[src/rtl/wb_arbiter2_pkg.sv]
// Shared types and helpers for the two-master Wishbone arbiter.
package wb_arbiter2_pkg;

    typedef enum logic [1:0] {
        ARB_IDLE   = 2'd0,
        ARB_GRANT0 = 2'd1,
        ARB_GRANT1 = 2'd2
    } arb_state_t;

    localparam int unsigned BYTE_WIDTH = 8;

    // Number of byte-select lanes for a given data width.
    function automatic int unsigned sel_width(input int unsigned data_width);
        return data_width / BYTE_WIDTH;
    endfunction

endpackage

[src/rtl/wb_arbiter2_if.sv]
// Classic Wishbone bus bundle; master drives the request, slave returns ack/read data.
interface wishbone_if #(
    parameter int unsigned ADDR_WIDTH = 32,
    parameter int unsigned DATA_WIDTH = 32
);
    import wb_arbiter2_pkg::*;

    localparam int unsigned SEL_WIDTH = sel_width(DATA_WIDTH);

    logic                  cyc;
    logic                  stb;
    logic                  we;
    logic [SEL_WIDTH-1:0]  sel;
    logic [ADDR_WIDTH-1:0] adr;
    logic [DATA_WIDTH-1:0] dat_w;
    logic [DATA_WIDTH-1:0] dat_r;
    logic                  ack;

    modport master (
        output cyc, stb, we, sel, adr, dat_w,
        input  dat_r, ack
    );

    modport slave (
        input  cyc, stb, we, sel, adr, dat_w,
        output dat_r, ack
    );

endinterface

[src/rtl/wb_rr_grant.sv]
// Next-grant decision from the two CYC requests; grant_o = 1 selects master 1.
module wb_rr_grant #(
    parameter bit FIXED_PRIO = 1'b0
) (
    input  logic cyc0_i,
    input  logic cyc1_i,
    input  logic last_grant_i,
    output logic req_valid_o,
    output logic grant_o
);

    always_comb begin
        req_valid_o = cyc0_i | cyc1_i;
        grant_o     = 1'b0;
        if (cyc0_i && cyc1_i) begin
            // On a tie the master that was not served last wins.
            grant_o = FIXED_PRIO ? 1'b0 : ~last_grant_i;
        end else if (cyc1_i) begin
            grant_o = 1'b1;
        end
    end

endmodule

[src/rtl/wb_arbiter2.sv]
// Two-master Wishbone arbiter in front of a single RAM slave, round-robin on ties.
// Define WB_ARBITER_FIXED_PRIO_EN to make master 0 win every tie instead.
module wb_arbiter2
    import wb_arbiter2_pkg::*;
#(
    parameter int unsigned ADDR_WIDTH = 32,
    parameter int unsigned DATA_WIDTH = 32
) (
    input  logic       clk_i,
    input  logic       rst_ni,
    wishbone_if.slave  m0_if,
    wishbone_if.slave  m1_if,
    wishbone_if.master s_if
);

    localparam int unsigned SEL_WIDTH = sel_width(DATA_WIDTH);

    arb_state_t state_q;
    arb_state_t state_d;

    logic req_valid_c;
    logic grant_c;
    logic last_grant_c;

    logic                  cyc_c;
    logic                  stb_c;
    logic                  we_c;
    logic [SEL_WIDTH-1:0]  sel_c;
    logic [ADDR_WIDTH-1:0] adr_c;
    logic [DATA_WIDTH-1:0] dat_w_c;

`ifdef WB_ARBITER_FIXED_PRIO_EN
    localparam bit FIXED_PRIO = 1'b1;

    assign last_grant_c = 1'b1;
`else
    localparam bit FIXED_PRIO = 1'b0;

    logic last_grant_q;
    logic last_grant_d;

    // Remember the owner that just released the bus.
    always_comb begin
        last_grant_d = last_grant_q;
        if ((state_q == ARB_GRANT0) && !m0_if.cyc) begin
            last_grant_d = 1'b0;
        end else if ((state_q == ARB_GRANT1) && !m1_if.cyc) begin
            last_grant_d = 1'b1;
        end
    end

    always_ff @(posedge clk_i or negedge rst_ni) begin
        if (!rst_ni) begin
            last_grant_q <= 1'b1;
        end else begin
            last_grant_q <= last_grant_d;
        end
    end

    assign last_grant_c = last_grant_q;
`endif

    wb_rr_grant #(
        .FIXED_PRIO (FIXED_PRIO)
    ) u_grant (
        .cyc0_i       (m0_if.cyc),
        .cyc1_i       (m1_if.cyc),
        .last_grant_i (last_grant_c),
        .req_valid_o  (req_valid_c),
        .grant_o      (grant_c)
    );

    always_ff @(posedge clk_i or negedge rst_ni) begin
        if (!rst_ni) begin
            state_q <= ARB_IDLE;
        end else begin
            state_q <= state_d;
        end
    end

    // Ownership changes only through ARB_IDLE, giving one dead cycle per handover.
    always_comb begin
        state_d = state_q;
        case (state_q)
            ARB_IDLE: begin
                if (req_valid_c) begin
                    state_d = grant_c ? ARB_GRANT1 : ARB_GRANT0;
                end
            end
            ARB_GRANT0: begin
                if (!m0_if.cyc) begin
                    state_d = ARB_IDLE;
                end
            end
            ARB_GRANT1: begin
                if (!m1_if.cyc) begin
                    state_d = ARB_IDLE;
                end
            end
            default: begin
                state_d = ARB_IDLE;
            end
        endcase
    end

    // Request mux straight off the registered state; idle drives an all-zero request.
    always_comb begin
        cyc_c   = 1'b0;
        stb_c   = 1'b0;
        we_c    = 1'b0;
        sel_c   = '0;
        adr_c   = '0;
        dat_w_c = '0;
        case (state_q)
            ARB_GRANT0: begin
                cyc_c   = m0_if.cyc;
                stb_c   = m0_if.stb;
                we_c    = m0_if.we;
                sel_c   = m0_if.sel;
                adr_c   = m0_if.adr;
                dat_w_c = m0_if.dat_w;
            end
            ARB_GRANT1: begin
                cyc_c   = m1_if.cyc;
                stb_c   = m1_if.stb;
                we_c    = m1_if.we;
                sel_c   = m1_if.sel;
                adr_c   = m1_if.adr;
                dat_w_c = m1_if.dat_w;
            end
            default: begin
            end
        endcase
    end

    assign s_if.cyc   = cyc_c;
    assign s_if.stb   = stb_c;
    assign s_if.we    = we_c;
    assign s_if.sel   = sel_c;
    assign s_if.adr   = adr_c;
    assign s_if.dat_w = dat_w_c;

    // Read data is shared; each master qualifies it with its own ack.
    assign m0_if.ack   = (state_q == ARB_GRANT0) && s_if.ack;
    assign m1_if.ack   = (state_q == ARB_GRANT1) && s_if.ack;
    assign m0_if.dat_r = s_if.dat_r;
    assign m1_if.dat_r = s_if.dat_r;

endmodule

[src/flat_wrapper.sv]
// flat-port wrapper written by rule: the top's interface ports become plain ports
module wb_arbiter2_flat import wb_arbiter2_pkg::*;
#(
    parameter int unsigned ADDR_WIDTH = 32,
    parameter int unsigned DATA_WIDTH = 32
)
  (clk_i, rst_ni, m0_if_cyc, m0_if_stb, m0_if_we, m0_if_sel, m0_if_adr, m0_if_dat_w, m0_if_dat_r, m0_if_ack, m1_if_cyc, m1_if_stb, m1_if_we, m1_if_sel, m1_if_adr, m1_if_dat_w, m1_if_dat_r, m1_if_ack, s_if_cyc, s_if_stb, s_if_we, s_if_sel, s_if_adr, s_if_dat_w, s_if_dat_r, s_if_ack);
  wishbone_if #(.ADDR_WIDTH(ADDR_WIDTH), .DATA_WIDTH(DATA_WIDTH)) m0_if_i ();
  wishbone_if #(.ADDR_WIDTH(ADDR_WIDTH), .DATA_WIDTH(DATA_WIDTH)) m1_if_i ();
  wishbone_if #(.ADDR_WIDTH(ADDR_WIDTH), .DATA_WIDTH(DATA_WIDTH)) s_if_i ();
  input  logic clk_i;
  input  logic rst_ni;
  input wire logic [$bits(m0_if_i.cyc)-1:0] m0_if_cyc;
  input wire logic [$bits(m0_if_i.stb)-1:0] m0_if_stb;
  input wire logic [$bits(m0_if_i.we)-1:0] m0_if_we;
  input wire logic [$bits(m0_if_i.sel)-1:0] m0_if_sel;
  input wire logic [$bits(m0_if_i.adr)-1:0] m0_if_adr;
  input wire logic [$bits(m0_if_i.dat_w)-1:0] m0_if_dat_w;
  output wire logic [$bits(m0_if_i.dat_r)-1:0] m0_if_dat_r;
  output wire logic [$bits(m0_if_i.ack)-1:0] m0_if_ack;
  input wire logic [$bits(m1_if_i.cyc)-1:0] m1_if_cyc;
  input wire logic [$bits(m1_if_i.stb)-1:0] m1_if_stb;
  input wire logic [$bits(m1_if_i.we)-1:0] m1_if_we;
  input wire logic [$bits(m1_if_i.sel)-1:0] m1_if_sel;
  input wire logic [$bits(m1_if_i.adr)-1:0] m1_if_adr;
  input wire logic [$bits(m1_if_i.dat_w)-1:0] m1_if_dat_w;
  output wire logic [$bits(m1_if_i.dat_r)-1:0] m1_if_dat_r;
  output wire logic [$bits(m1_if_i.ack)-1:0] m1_if_ack;
  output wire logic [$bits(s_if_i.cyc)-1:0] s_if_cyc;
  output wire logic [$bits(s_if_i.stb)-1:0] s_if_stb;
  output wire logic [$bits(s_if_i.we)-1:0] s_if_we;
  output wire logic [$bits(s_if_i.sel)-1:0] s_if_sel;
  output wire logic [$bits(s_if_i.adr)-1:0] s_if_adr;
  output wire logic [$bits(s_if_i.dat_w)-1:0] s_if_dat_w;
  input wire logic [$bits(s_if_i.dat_r)-1:0] s_if_dat_r;
  input wire logic [$bits(s_if_i.ack)-1:0] s_if_ack;
  assign m0_if_i.cyc = m0_if_cyc;
  assign m0_if_i.stb = m0_if_stb;
  assign m0_if_i.we = m0_if_we;
  assign m0_if_i.sel = m0_if_sel;
  assign m0_if_i.adr = m0_if_adr;
  assign m0_if_i.dat_w = m0_if_dat_w;
  assign m0_if_dat_r = m0_if_i.dat_r;
  assign m0_if_ack = m0_if_i.ack;
  assign m1_if_i.cyc = m1_if_cyc;
  assign m1_if_i.stb = m1_if_stb;
  assign m1_if_i.we = m1_if_we;
  assign m1_if_i.sel = m1_if_sel;
  assign m1_if_i.adr = m1_if_adr;
  assign m1_if_i.dat_w = m1_if_dat_w;
  assign m1_if_dat_r = m1_if_i.dat_r;
  assign m1_if_ack = m1_if_i.ack;
  assign s_if_cyc = s_if_i.cyc;
  assign s_if_stb = s_if_i.stb;
  assign s_if_we = s_if_i.we;
  assign s_if_sel = s_if_i.sel;
  assign s_if_adr = s_if_i.adr;
  assign s_if_dat_w = s_if_i.dat_w;
  assign s_if_i.dat_r = s_if_dat_r;
  assign s_if_i.ack = s_if_ack;
  wb_arbiter2 #(.ADDR_WIDTH(ADDR_WIDTH), .DATA_WIDTH(DATA_WIDTH)) u_core (.clk_i(clk_i), .rst_ni(rst_ni), .m0_if(m0_if_i), .m1_if(m1_if_i), .s_if(s_if_i));
endmodule
[config.mk]
export PLATFORM = sky130hd
export DESIGN_NAME = wb_arbiter2_flat
export DESIGN_NICKNAME = d
export VERILOG_FILES = /design/src/rtl/wb_arbiter2_pkg.sv /design/src/rtl/wb_arbiter2_if.sv /design/src/rtl/wb_rr_grant.sv /design/src/rtl/wb_arbiter2.sv /design/src/flat_wrapper.sv
export SDC_FILE = /design/constraint.sdc
export NUM_CORES = 1
export LEC_CHECK = 0
export CELL_PAD_IN_SITES_DETAIL_PLACEMENT = 1
export CELL_PAD_IN_SITES_GLOBAL_PLACEMENT = 1
export CORE_ASPECT_RATIO = 1.1
export CORE_MARGIN = 10
export CORE_UTILIZATION = 11
export CTS_BUF_LIST = sky130_fd_sc_hd__clkbuf_16
export CTS_CLUSTER_DIAMETER = 120
export DETAILED_ROUTE_END_ITERATION = 7
export GPL_TIMING_DRIVEN = 1
export PLACE_DENSITY_LB_ADDON = 0.12
export SLEW_MARGIN = 20
export SYNTH_ARGS = -nofsm -noshare
export SYNTH_HDL_FRONTEND = slang
export SYNTH_SLANG_ARGS = --single-unit
export TNS_END_PERCENT = 20
[constraint.sdc]
create_clock -name clk_i -period 1.3 [get_ports clk_i]
set_input_delay 0.26 -clock clk_i [delete_from_list [all_inputs] [get_ports clk_i]]
set_output_delay 0.26 -clock clk_i [all_outputs]
set_load 0.005 [all_outputs]
==> flow_summary_export.csv <==
group,metric,value,unit
logic_synthesis,synthTopCellsByCount,"nor2b_1 (71), a22oi_1 (70), buf_4 (67), buf_2 (7), clkbuf_1 (7)",
route,avgRoutedWirePerCell,21.16,um
critical_path,worstPathMaxFanout,8,
clocking,clkSlewWorstSetupHoldPaths,0.03,ns
logic_synthesis,synth.most_common_cell,"nor2b_1",
die,core,16370,um2
timing,relSlewSlack,86.04,%
grt,grt_max_degree,28,
critical_path,cp-endpoint,"s_if_dat_w[23]",
timing,final_hold_viol_count,0,
logic_synthesis,yosys.area.top_type,"a22oi_1",
logic_synthesis,ys_ff_latch,3,
critical_path,timing.rr.end,"u_core.state_q[0]",
placed_design,dpl.hpwl,9.815,mm
critical_path,worstReg2RegStart,"u_core.state_q[1]",
clocking,clk_latency,0.22,ns
logic_synthesis,syn_inst,251,
cells_and_area,regArea,76.32,um2
logic_synthesis,yosys_warnings,0,
grt,met1_usage,8.888,%
die,start_util,11.23,%
timing,fin_skew,0.0008652,ns
timing,holdWs,0.2240,ns
cells_and_area,antenna_cells,0,
placed_design,port_buffers,217,
grt,grt_use_met2,19.74,%
grt,grt_pass1_wl,16.73,mm
grt,grt_usage,9.536,%
route,wl,13.35,mm
logic_synthesis,synth_seq_area_share,4.152,%
logic_synthesis,synthFlopType,"dfrtp_1",
logic_synthesis,synth_top_area_share,28.59,%
power_and_ir_drop,p_per_area,1783,nW/um2
clocking,cts_tree,"done",
cells_and_area,area.growth.synth_to_final,143.4,%
route,antenna_left,0,
logic_synthesis,syn-num-nets,431,
timing,period_minus_slack,1.846,ns
critical_path,critPathLaunch,"u_core.state_q[1]",
route,viasPerCell,3.992,
logic_synthesis,syn_avg_cell_area,7.323,um2
clocking,clockBufferDepth,2,
run_status,violations,"negative setup slack",
route,drc,0,
timing,setup_viol,75,
die,die_w,143.3,um
hold_path,hp-class,"input port to asynchronous set/reset pin",
route,drtIter0Drc,44,
timing,rsz0062_at_grt,"yes",
cells_and_area,drive_gt1_share,47.78,%
logic_synthesis,synth_cell_types,22,
clocking,h-tree-depth,1,
clocking,cts_sinks,3,
critical_path,startpoint_type,"register",
grt,grt_pass1_vias,2650,
grt,grt_antenna_before_repair,0,
power_and_ir_drop,irDropWorstVdd,0.6535,mV
critical_path,worstRegToRegCells,8,
timing,setup_ws,-0.5456,ns
logic_synthesis,synth_area,1838,um2
cells_and_area,nFillCells,1912,
cells_and_area,multi_input_area,1554,um2
die,rows,49,
flow_run,drv_cap,0,
timing,clock.fmax,541.8,MHz
timing,worst_pin_slew,0.2094,ns
timing,min_period_over_period,142.0,%
critical_path,r2r_setup_slack,-0.34,ns
grt,grt-ovfl-total,0,
run_status,status,"finished, violations left",
critical_path,critPathCaptureType,"output port",
grt,top_usage_layer,"met2",
critical_path,cp.arrival,1.59,ns
die,dieArea,22290,um2
grt,grtUsageMet3,2.832,%
die,die_y,155.6,um
route,vias,2519,
placed_design,dp_slack,-0.6939,ns
power_and_ir_drop,p_leak,0.001734,uW
timing,slew_viol_final,0,
logic_synthesis,synth_area_leaders,"a22oi_1 (29%), buf_4 (27%), nor2b_1 (24%), buf_6 (3.1%), dfrtp_1 (2.7%)",
cells_and_area,nNetsFinal,608,
critical_path,crit_required,1.04,ns
logic_synthesis,synth_edf_count,0,
logic_synthesis,synth-async-reset-ratio,100.0,%
route,dr.pass1.iters,4,
critical_path,crit_type,"register to output port",
clocking,numCtsBuffers,3,
die,ios,314,
clocking,root_buffer,"clkbuf_16",
placed_design,gp_congestion,0.6757,
what timing repair did:
action,4_1_cts,5_1_grt
hold buffers,0,0
buffers inserted,0,12
cloned,0,10
pin swaps,0,5
setup endpoints to repair,75,75
gates resized for setup,232,145
worst min path at each step:
stage	to	depth (start not counted)
floorplan	u_core.state_q[0]	0
global placement	u_core.state_q[1]	1
detailed placement	u_core.state_q[1]	1
CTS	u_core.state_q[0]	1
global route	u_core.state_q[0]	1
finish	u_core.state_q[0]	1
layer usage:
layer  wire (um)  up-vias
li1            -     1177
met5           0        -
met3         976       27
met2        7682      115
met4         238        0
met1        4456     1200
through the flow:
step           area [um2]  power [uW]  instances  TNS [ns]  util, %
4_1_cts              3801        5966        609    -39.31    23.22
3_3_place_gp         3905        5909        605    -45.73    23.86
2_1_floorplan        1952        3236        251    -5.775        -
6_report             4474        7978        631    -37.47    27.33
3_5_place_dp         3905        5873        605    -45.74    23.86
5_1_grt              4474        8570        631    -42.15    27.33
cell families (layout without fill, tap and decap cells):
group	Yosys count	after routing	share of synthesized area (%)
AOI/OAI and AO/OA	77	77	31.93
and+or+nand+nor	76	76	25.66
buffers and inverters	91	267	35.67
DFF	3	3	4.153
muxes	1	1	0.5446
adders and majority gates	3	3	2.042
critical path, stage by stage, from the launching register on:
cell and delay [ns]:
dfrtp_1 0.38, buf_4 0.15, ha_4 0.17, buf_4 0.15, buf_12 0.14, a22oi_2 0.17
nor2b_2 0.06, buf_2 0.14
flip-flops by register name, summed over array words and instances, names as in the netlist:
signal and count:
u_core.last_grant_c 1, u_core.state_q 2
power by group:
group | total (uW) | leakage, uW | switching [uW] | internal [uW]
logic | 7310 | 0.00166 | 3090 | 4220
registers | 190 | 0.0000361 | 40.7 | 149
clock network | 480 | 0.0000423 | 83.7 | 397
total | 7980 | 0.00173 | 3220 | 4760
cells in the final DEF (no fill, tap or decap), drive strengths merged:
master and n:
a21boi 1, a21oi 2, a22oi 71, a31o 1, and2 2, buf 94, clkbuf 21, clkdlybuf4s15 2
clkdlybuf4s50 144, dfrtp 2, dfstp 1, dlymetal6s2s 1, ha 3, inv 5, mux2i 1, nand2 1
nand3 1, nand4 1, nor2b 71, o21ai 2
layout make-up:
type | count | area share (%)
sequential | 3 | 1.706
clock buffer | 3 | 1.678
inverter | 4 | 0.3356
clock inverter | 1 | 0.08389
timing repair buffer | 259 | 55.76
multi-input combinational | 157 | 34.73
tap | 204 | 5.705
(Power assumes the default switching activity.)
